`src/rtl/mem_arb_pkg.sv`:
```
// Shared types and beat-count helpers for the two-master line-fill/write-back arbiter.
package mem_arb_pkg;

    typedef enum logic [1:0] {
        IDLE = 2'd0,
        RD   = 2'd1,
        WR   = 2'd2
    } arb_state_t;

    localparam int BANK_NUM_DEF = 4;

    // Two cache banks travel per bus beat; a transaction always has at least one beat.
    function automatic int calc_beats(input int bank_num);
        int beats;
        beats = bank_num / 2;
        if (beats < 1) begin
            beats = 1;
        end else begin
            beats = beats;
        end
        return beats;
    endfunction

    localparam int BEATS = calc_beats(BANK_NUM_DEF);
    localparam int CNT_W = $clog2(BEATS + 1);

    typedef logic [CNT_W-1:0] beat_cnt_t;

endpackage

```
`src/rtl/mem_arbiter_rr_arb2.sv`:
```
// Combinational two-way round-robin picker; ptr names the master preferred on a tie.
module rr_arb2 (
    input  logic [1:0] req,
    input  logic       ptr,
    output logic [1:0] gnt
);

    // A master wins when it is the only requestor or when it holds the preference
    always_comb begin
        gnt    = 2'b00;
        gnt[0] = req[0] & (~req[1] | ~ptr);
        gnt[1] = req[1] & (~req[0] | ptr);
    end

endmodule

```
`src/rtl/mem_arbiter.sv`:
```
// Two-master to one-slave memory bus arbiter: whole-transaction grants, round-robin
// between the instruction and data caches, responses routed back only to the owner.
module mem_arbiter
    import mem_arb_pkg::*;
#(
    parameter int ADDR_WIDTH = 64,
    parameter int DATA_WIDTH = 64,
    parameter int BANK_NUM   = BANK_NUM_DEF
) (
    input  logic                      clk,
    input  logic                      rstn,
    input  logic                      m0_ren,
    input  logic [ADDR_WIDTH-1:0]     m0_raddr,
    input  logic                      m0_wen,
    input  logic [ADDR_WIDTH-1:0]     m0_waddr,
    input  logic [2*DATA_WIDTH-1:0]   m0_wdata,
    input  logic [2*DATA_WIDTH/8-1:0] m0_wmask,
    output logic [2*DATA_WIDTH-1:0]   m0_rdata,
    output logic                      m0_rvalid,
    output logic                      m0_wvalid,
    input  logic                      m1_ren,
    input  logic [ADDR_WIDTH-1:0]     m1_raddr,
    input  logic                      m1_wen,
    input  logic [ADDR_WIDTH-1:0]     m1_waddr,
    input  logic [2*DATA_WIDTH-1:0]   m1_wdata,
    input  logic [2*DATA_WIDTH/8-1:0] m1_wmask,
    output logic [2*DATA_WIDTH-1:0]   m1_rdata,
    output logic                      m1_rvalid,
    output logic                      m1_wvalid,
    output logic                      s_ren,
    output logic [ADDR_WIDTH-1:0]     s_raddr,
    output logic                      s_wen,
    output logic [ADDR_WIDTH-1:0]     s_waddr,
    output logic [2*DATA_WIDTH-1:0]   s_wdata,
    output logic [2*DATA_WIDTH/8-1:0] s_wmask,
    input  logic [2*DATA_WIDTH-1:0]   s_rdata,
    input  logic                      s_rvalid,
    input  logic                      s_wvalid
);

    localparam int BW        = 2 * DATA_WIDTH;
    localparam int MW        = 2 * DATA_WIDTH / 8;
    localparam int TXN_BEATS = calc_beats(BANK_NUM);
    localparam int CW        = $clog2(TXN_BEATS + 1);
    localparam logic [CW-1:0] LAST_BEAT = CW'(TXN_BEATS - 1);
    localparam logic [CW-1:0] CNT_ONE   = CW'(1);

    arb_state_t    state_r, state_nxt_s;
    logic          owner_r, owner_nxt_s;
    logic          rr_ptr_r, rr_ptr_nxt_s;
    logic [CW-1:0] cnt_r, cnt_nxt_s;
    logic [1:0]    req_s, gnt_s;
    logic          beat_done_s;

    assign req_s = {m1_ren | m1_wen, m0_ren | m0_wen};

    rr_arb2 u_rr_arb2 (
        .req (req_s),
        .ptr (rr_ptr_r),
        .gnt (gnt_s)
    );

    // Only a completion matching the current direction advances the transaction
    assign beat_done_s = ((state_r == RD) & s_rvalid) | ((state_r == WR) & s_wvalid);

    // State, owner, beat counter and round-robin pointer registers
    always_ff @(posedge clk or negedge rstn) begin
        if (!rstn) begin
            state_r  <= IDLE;
            owner_r  <= 1'b0;
            rr_ptr_r <= 1'b0;
            cnt_r    <= {CW{1'b0}};
        end else begin
            state_r  <= state_nxt_s;
            owner_r  <= owner_nxt_s;
            rr_ptr_r <= rr_ptr_nxt_s;
            cnt_r    <= cnt_nxt_s;
        end
    end

    // Next-state: arbitrate in IDLE, then hold the grant until the last beat completes
    always_comb begin
        state_nxt_s  = state_r;
        owner_nxt_s  = owner_r;
        rr_ptr_nxt_s = rr_ptr_r;
        cnt_nxt_s    = cnt_r;
        case (state_r)
            IDLE: begin
                cnt_nxt_s = {CW{1'b0}};
                if (gnt_s != 2'b00) begin
                    owner_nxt_s = gnt_s[1];
                    // A master asking for both is served as a read first
                    if (gnt_s[1] ? m1_ren : m0_ren) begin
                        state_nxt_s = RD;
                    end else begin
                        state_nxt_s = WR;
                    end
                end else begin
                    state_nxt_s = IDLE;
                end
            end
            RD, WR: begin
                if (beat_done_s) begin
                    if (cnt_r == LAST_BEAT) begin
                        state_nxt_s  = IDLE;
                        cnt_nxt_s    = {CW{1'b0}};
                        rr_ptr_nxt_s = ~owner_r;
                    end else begin
                        cnt_nxt_s = cnt_r + CNT_ONE;
                    end
                end else begin
                    cnt_nxt_s = cnt_r;
                end
            end
            default: begin
                state_nxt_s = IDLE;
                cnt_nxt_s   = {CW{1'b0}};
            end
        endcase
    end

    // Output muxes: forward the owner's request, steer completions to the owner only
    always_comb begin
        s_ren   = 1'b0;
        s_raddr = {ADDR_WIDTH{1'b0}};
        s_wen   = 1'b0;
        s_waddr = {ADDR_WIDTH{1'b0}};
        s_wdata = {BW{1'b0}};
        s_wmask = {MW{1'b0}};
        case (state_r)
            RD: begin
                s_ren   = owner_r ? m1_ren : m0_ren;
                s_raddr = owner_r ? m1_raddr : m0_raddr;
            end
            WR: begin
                s_wen   = owner_r ? m1_wen : m0_wen;
                s_waddr = owner_r ? m1_waddr : m0_waddr;
                s_wdata = owner_r ? m1_wdata : m0_wdata;
                s_wmask = owner_r ? m1_wmask : m0_wmask;
            end
            default: begin
                s_ren = 1'b0;
                s_wen = 1'b0;
            end
        endcase
        m0_rvalid = s_rvalid & (state_r == RD) & ~owner_r;
        m1_rvalid = s_rvalid & (state_r == RD) & owner_r;
        m0_wvalid = s_wvalid & (state_r == WR) & ~owner_r;
        m1_wvalid = s_wvalid & (state_r == WR) & owner_r;
        m0_rdata  = s_rdata;
        m1_rdata  = s_rdata;
    end

endmodule

```
`config.mk`:
```
export PLATFORM = sky130hd
export DESIGN_NAME = mem_arbiter
export DESIGN_NICKNAME = d
export VERILOG_FILES = /design/src/rtl/mem_arb_pkg.sv /design/src/rtl/mem_arbiter_rr_arb2.sv /design/src/rtl/mem_arbiter.sv
export SDC_FILE = /design/constraint.sdc
export NUM_CORES = 1
export LEC_CHECK = 0
export ABC_CLOCK_PERIOD_IN_PS = 3900
export CORE_AREA = 2 2 478 480
export CTS_BUF_LIST = sky130_fd_sc_hd__clkbuf_4 sky130_fd_sc_hd__clkbuf_8
export CTS_CLUSTER_SIZE = 8
export DETAILED_ROUTE_END_ITERATION = 16
export DIE_AREA = 0 0 480 482
export GPL_TIMING_DRIVEN = 0
export PLACE_DENSITY = 0.34
export REMOVE_ABC_BUFFERS = 1
export SLEW_MARGIN = 20
export SYNTH_ARGS = -nofsm -noshare
export SYNTH_HDL_FRONTEND = slang
export SYNTH_SLANG_ARGS = --single-unit
```
`constraint.sdc`:
```
create_clock -name clk -period 3.9 [get_ports clk]
set_clock_uncertainty 0.1 [all_clocks]
set_input_delay 0.975 -clock clk [delete_from_list [all_inputs] [get_ports clk]]
set_output_delay 0.975 -clock clk [all_outputs]
set_load 0.03 [all_outputs]
```
==> results.py, run 1 <==
metrics = {
    "clocking": {
        "clk_latency_ns": 0.22,
        "clock_path_buffers": 2,
        "cts_root_buf": "clkbuf_8",
        "cts_sinks": 6,
        "cts_buffers": 3,
        "h-tree-depth": 1,
        "cts_tree": "built",
        "cts_hold_buf": 0,
        "clk_pin_slew_worst_paths_ns": 0.04,
    },
    "detailed_routing": {
        "via_count": 10480,
        "highest_layer": "met5",
        "routed_wl_um": 186800,
        "wl_met3_um": 39750,
        "drt-initial-drc-count": 768,
        "drt-met1-wl_um": 71960,
        "routed_via_density": 2.350,
        "wl_per_cell_um": 41.88,
        "antenna_left": 0,
        "wl_met2_um": 68840,
        "firstDrtPassIters": 5,
        "drc": 0,
    },
    "placement": {
        "placedCellCount": 4437,
        "portBuffers": 829,
        "dpl.hpwl_um": 170600,
        "routabilityCongestion": 0.9985,
    },
    "sta": {
        "finalHoldViolCount": 0,
        "max_freq_ghz": 0.2598,
        "tns_ns": 0,
        "period_needed_ns": 3.849,
        "slew-limit-headroom_pct": 38.36,
        "setup_violations": 0,
        "holdWs_ns": 0.3804,
        "final.period_utilization_pct": 98.70,
        "worst_pin_slew_ns": 0.9282,
        "maxSlewViolCount": 0,
    },
    "min_path": {
        "min_to": "rr_ptr_r",
        "min_from": "cnt_r[1]",
        "holdPathStages": 1,
        "hold_path.class": "reg2reg",
    },
    "critical_path": {
        "worstPathArrival_ns": 2.77,
        "worstSetupPathType": "in2out",
        "regToRegStartpoint": "state_r[1]",
        "ff2ff_path_depth": 6,
        "r2r_end": "state_r[1]",
        "cp_max_fo": 1,
        "critPathLaunchType": "input port",
        "critPathCaptureType": "primary output",
        "cp_data_required_time_ns": 2.82,
        "rrSetupSlack_ns": 1.53,
    },
    "grt": {
        "grt_pass1_vias": 9530,
        "antenna_found_initial": 146,
        "grt_first_pass_wirelength_um": 207800,
        "grt.total_usage_pct": 15.35,
        "grt_overflow": 0,
        "grt_max_degree": 72,
    },
    "finish": {
        "drive_gt1_share_pct": 1.950,
        "utilization_pct": 7.678,
        "fin_cells": 4461,
        "final_nets": 2120,
        "area_growth_pct": 140.2,
    },
    "pwr": {
        "static-leakage-power_nw": 5.982,
        "pwr_density_cell_mw_per_mm2": 415.6,
        "ir_drop_mv": 0.2547,
    },
    "synthesis": {
        "synth.ff_latch_count": 6,
        "synth_edf_count": 0,
        "ys.flop_type": "dfrtp_1",
        "ys_seq_area_share_pct": 2.074,
        "syn-cell-area_mm2": 0.007238,
        "avgSynthCellArea_um2": 7.989,
        "synth-async-reset-ratio_pct": 100.0,
        "ys_types": 26,
        "synth_cells": 906,
        "ys_warn_count": 0,
    },
    "status": {
        "outcome": "complete, no violations",
    },
    "floorplan": {
        "die_h_um": 482,
        "core-area_mm2": 0.2264,
        "num_rows": 175,
        "start_util_pct": 3.197,
        "die_w_um": 480,
        "die_area_mm2": 0.2314,
        "io_pins": 1214,
    },
    "job": {
        "max_cap_viol_count": 0,
    },
}
final cells by class:
class,instances,area [um^2]
Multi-Input combinational cell,578,4732
Inverter,5,18.77
Sequential cell,6,153.9
Tap cell,3009,3765
Timing Repair Buffer,843,8625
Fill cell,26720,209000
Antenna cell,16,40.04
Clock buffer,4,48.80
cell usage after synthesis (2+ instances only):
cell type | instances | share of area [%]
mux2i_1 | 275 | 38
clkbuf_1 | 29 | 1.5
inv_1 | 5 | 0.26
o221ai_1 | 2 | 0.24
buf_6 | 10 | 1.6
nand2b_1 | 3 | 0.26
ha_1 | 3 | 0.52
and3_1 | 3 | 0.26
dfrtp_1 | 6 | 2.1
nand2_1 | 3 | 0.16
buf_4 | 264 | 27
nor2_1 | 4 | 0.21
o31ai_1 | 2 | 0.21
buf_8 | 11 | 2.3
buf_2 | 2 | 0.14
nor2b_1 | 274 | 24
power by group:
| part | switching [mW] | internal (mW) |
|---|---|---|
| Sequential | 0.0292 | 0.0873 |
| Clock | 0.0285 | 0.0774 |
| Combinational | 4.26 | 2.75 |
metal layers:
metal,up-vias,track usage [%]
met5,-,9.171
met4,37,1.346
met3,316,15.43
met2,1595,20.34
met1,4744,16.95
li1,3792,-
worst max-delay path by stage:
stage	startpoint	end	slack [ns]	cells past startpoint
global route	state_r[1]	s_raddr[35]	-0.02	4
global placement	owner_r	s_waddr[6]	-14.29	3
detailed placement	owner_r	s_waddr[6]	-0.56	6
floorplan	owner_r	m0_rvalid	-7.27	1
CTS	owner_r	s_raddr[8]	0.0005	6
finish	m0_wdata[107]	s_wdata[107]	0.05	4
cells in the final DEF, fill, tap and decap left out, drive strengths merged:
cell type | synthesis | layout
o31ai | 2 | 2
dfrtp | 6 | 6
ha | 3 | 3
nand2 | 3 | 3
a211o | 1 | 1
nand2b | 3 | 3
o41ai | 1 | 1
and2 | 1 | 1
mux2i | 275 | 275
clkdlybuf4s50 | 0 | 735
o221ai | 2 | 2
dlymetal6s2s | 0 | 31
buf | 288 | 13
clkbuf | 29 | 5
diode | 0 | 16
xor2 | 1 | 1
a21oi | 1 | 1
dlygate4sd2 | 0 | 63
nor2 | 4 | 4
nor2b | 274 | 274
and3 | 3 | 3
mux2 | 1 | 1
o21ai | 3 | 3
inv | 5 | 5
worst max-delay path, stage by stage:
cell,delay (ns)
clkdlybuf4s50_1,0.74
mux2i_1,0.14
nor2b_1,0.13
clkdlybuf4s50_1,0.78
kinds of logic (layout without fill, tap and decap cells):
logic type | Yosys count | count (layout) | synth area share [%]
XOR/XNOR | 1 | 1 | 0.1210
buffers and inverters | 322 | 852 | 33.40
flip-flops | 6 | 6 | 2.074
other | 0 | 16 | 0
adder cells (fa/ha/maj) | 3 | 3 | 0.5186
AO/OA/AOI/OAI | 10 | 10 | 1.020
AND/OR/NAND/NOR | 288 | 288 | 24.68
multiplexers | 276 | 276 | 38.18
flip-flops by register name (all words and copies together) (netlist names):
signal and count:
state_r 2, rr_ptr_r 1, cnt_r 2, owner_r 1
stage by stage:
step / power (mW) / area (um^2) / worst slack, ns
finish: 7.224 / 17380 / 0.05077
floorplan: 3.517 / 4840 / -7.270
CTS: 7.359 / 17220 / 0.0004503
global placement: 6.536 / 16900 / -14.29
detailed placement: 7.284 / 17190 / -0.5634
global route: 7.651 / 17360 / -0.02381
repair_timing:
action | 4_1_cts | 5_1_grt
resized for setup | 70 | 31
cloned | 0 | 1
pin swaps | 0 | 1
setup endpoints to repair | 153 | 56
setup buffers | 2 | 1
(Power assumes the default switching activity.)
==> inputs of run 2 (changes only) <==
--- a/config.mk
+++ b/config.mk
@@ -11,7 +11,7 @@
 export CTS_CLUSTER_SIZE = 8
 export DETAILED_ROUTE_END_ITERATION = 16
 export DIE_AREA = 0 0 480 482
-export GPL_TIMING_DRIVEN = 0
+export GPL_TIMING_DRIVEN = 1
 export PLACE_DENSITY = 0.34
 export REMOVE_ABC_BUFFERS = 1
 export SLEW_MARGIN = 20
==> run 2 against run 1 <==
  * The run now ends with setup timing left
  * Register-to-register slack better by 0.15 ns
  * Routed wire length is 0.76% higher
  * First-iteration DRC count is 13% higher
  * Setup slack worse by 0.063 ns
  * Die area stayed put
  * Worst hold slack better by 0.0073 ns
  * Critical path type unchanged
  * Largest power group unchanged
==> results.py, run 2 (synthesis results as in run 1) <==
metrics = {
    "status": {
        "outcome": "finished, violations left",
        "violations": "setup timing",
    },
    "detailed_routing": {
        "wl_per_cell_um": 42.03,
        "firstDrtPassIters": 5,
        "drt-initial-drc-count": 868,
        "routed_wl_um": 188200,
        "via_count": 10780,
        "routed_via_density": 2.407,
        "antenna_left": 0,
        "drc": 0,
    },
    "sta": {
        "period_needed_ns": 3.912,
        "worst_pin_slew_ns": 0.6068,
        "finalHoldViolCount": 0,
        "slew-limit-headroom_pct": 58.39,
        "setup_violations": 1,
        "max_freq_ghz": 0.2556,
        "rsz0062_at_grt": "no",
        "final.period_utilization_pct": 100.3,
        "setup_ws_ns": -0.01202,
        "maxSlewViolCount": 0,
    },
    "critical_path": {
        "critPathLaunchType": "input port",
        "crit_family": "buffers and inverters",
        "crit_slowest_cell": "clkdlybuf4s50_1",
        "cp_max_fo": 1,
        "critPathCaptureType": "primary output",
        "worstSetupPathType": "in2out",
        "path_cells": "clkdlybuf4s50_1, mux2i_1, nor2b_1, clkdlybuf4s50_1",
        "cp_data_required_time_ns": 2.82,
        "cpPeakStageDelay_ns": 0.77,
        "cpMostUsedCell": "clkdlybuf4s50_1",
        "worstPathArrival_ns": 2.84,
        "crit_buf_inv": 2,
    },
    "grt": {
        "grt_first_pass_wirelength_um": 210500,
        "grt_max_degree": 65,
        "grt_pass1_vias": 9886,
        "grt.total_usage_pct": 15.54,
        "grt_overflow": 0,
        "antenna_found_initial": 148,
    },
    "clocking": {
        "cts_sinks": 6,
        "cts_root_buf": "clkbuf_8",
        "clk_pin_slew_worst_paths_ns": 0.04,
        "clock_path_buffers": 2,
        "postCtsSetupRepairBufs": 0,
        "h-tree-depth": 1,
        "clk_latency_ns": 0.23,
        "cts_buffers": 3,
        "cts_tree": "built",
    },
    "pwr": {
        "ir_drop_mv": 0.1672,
        "pwr_density_cell_mw_per_mm2": 426.3,
        "static-leakage-power_nw": 5.876,
        "power.total_mw": 7.711,
    },
    "placement": {
        "placedCellCount": 4458,
        "dpl.hpwl_um": 172800,
        "portBuffers": 829,
        "place_worst_setup_slack_ns": -0.007113,
        "routabilityCongestion": 1.004,
    },
    "finish": {
        "mostFrequentLayoutCells": "clkdlybuf4s50_1 (640), mux2i_1 (275), nor2b_1 (274)",
        "final_common_cell": "clkdlybuf4s50_1",
        "top_regs": "cnt_r (2), state_r (2)",
        "area_growth_pct": 149.9,
        "final_nets": 2137,
        "drive_gt1_share_pct": 15.69,
        "fin_cells": 4479,
    },
    "floorplan": {
        "die_w_um": 480,
        "core-area_mm2": 0.2264,
        "die_area_mm2": 0.2314,
        "io_pins": 1214,
        "die_h_um": 482,
        "num_rows": 175,
        "start_util_pct": 3.197,
    },
    "job": {
        "max_cap_viol_count": 0,
    },
    "min_path": {
        "hold_path.class": "reg2reg",
    },
}
==> run 2: cell count changes in the layout (fill, tap and decap cells not counted), moves of 8 or more <==
cell / change
dlygate4sd2_1: -62
buf_4: +113
buf_16: -8
buf_12: +102
clkdlybuf4s50_1: -95
dlymetal6s2s_1: -31
==> run 2: layout make-up <==
cell class,instances,area (um^2)
Antenna cell,17,42.54
Clock buffer,4,48.80
Tap cell,3009,3765
Inverter,5,18.77
Multi-Input combinational cell,578,4686
Sequential cell,6,153.9
Timing Repair Buffer,860,9373
Fill cell,26580,208300
==> run 2: final timing paths <==
kind,endpoint,slack (ns),start,depth (start not counted)
min reg2reg,rr_ptr_r,0.39,cnt_r[1],1
max,s_wdata[24],-0.01,m0_wdata[24],4
max reg2reg,state_r[1],1.68,state_r[0],7
min,rr_ptr_r,0.39,cnt_r[1],1
min in group asynchronous,state_r[0],0.91,rstn,1
max in group asynchronous,owner_r,2.52,rstn,1
==> run 2: stage by stage <==
step                setup TNS [ns]  hold slack (ns)  area, um^2  util, %
floorplan                 -1865.35           0.3343        4840        -
global placement                 0           0.3510       18000    7.949
finish                    -0.01202           0.3877       18090    7.989
detailed placement       -0.007113           0.3805       18000    7.949
CTS                              0           0.3880       18040    7.970
global route                     0           0.4163       18060    7.979
==> run 2: power by group <==
group          switching (mW)  internal (mW)
logic                    4.31           3.12
registers              0.0830         0.0865
clock network          0.0312         0.0776
total                    4.43           3.28
==> run 2: per-layer routing <==
| metal | vias to the layer above | GRT usage, % | wire length [um] |
|---|---|---|---|
| met5 | - | 8.599 | 3139 |
| met4 | 44 | 1.882 | 3461 |
| met3 | 338 | 15.49 | 39080 |
| met2 | 1682 | 20.37 | 69060 |
| met1 | 4891 | 17.26 | 73510 |
| li1 | 3828 | - | - |
==> run 2: repair_timing <==
action / in CTS / in global routing
endpoints found under the setup margin: 1 / 0
resized for setup: 1 / 0
hold buffers: 0 / 0
hold endpoints to repair: 0 / 0
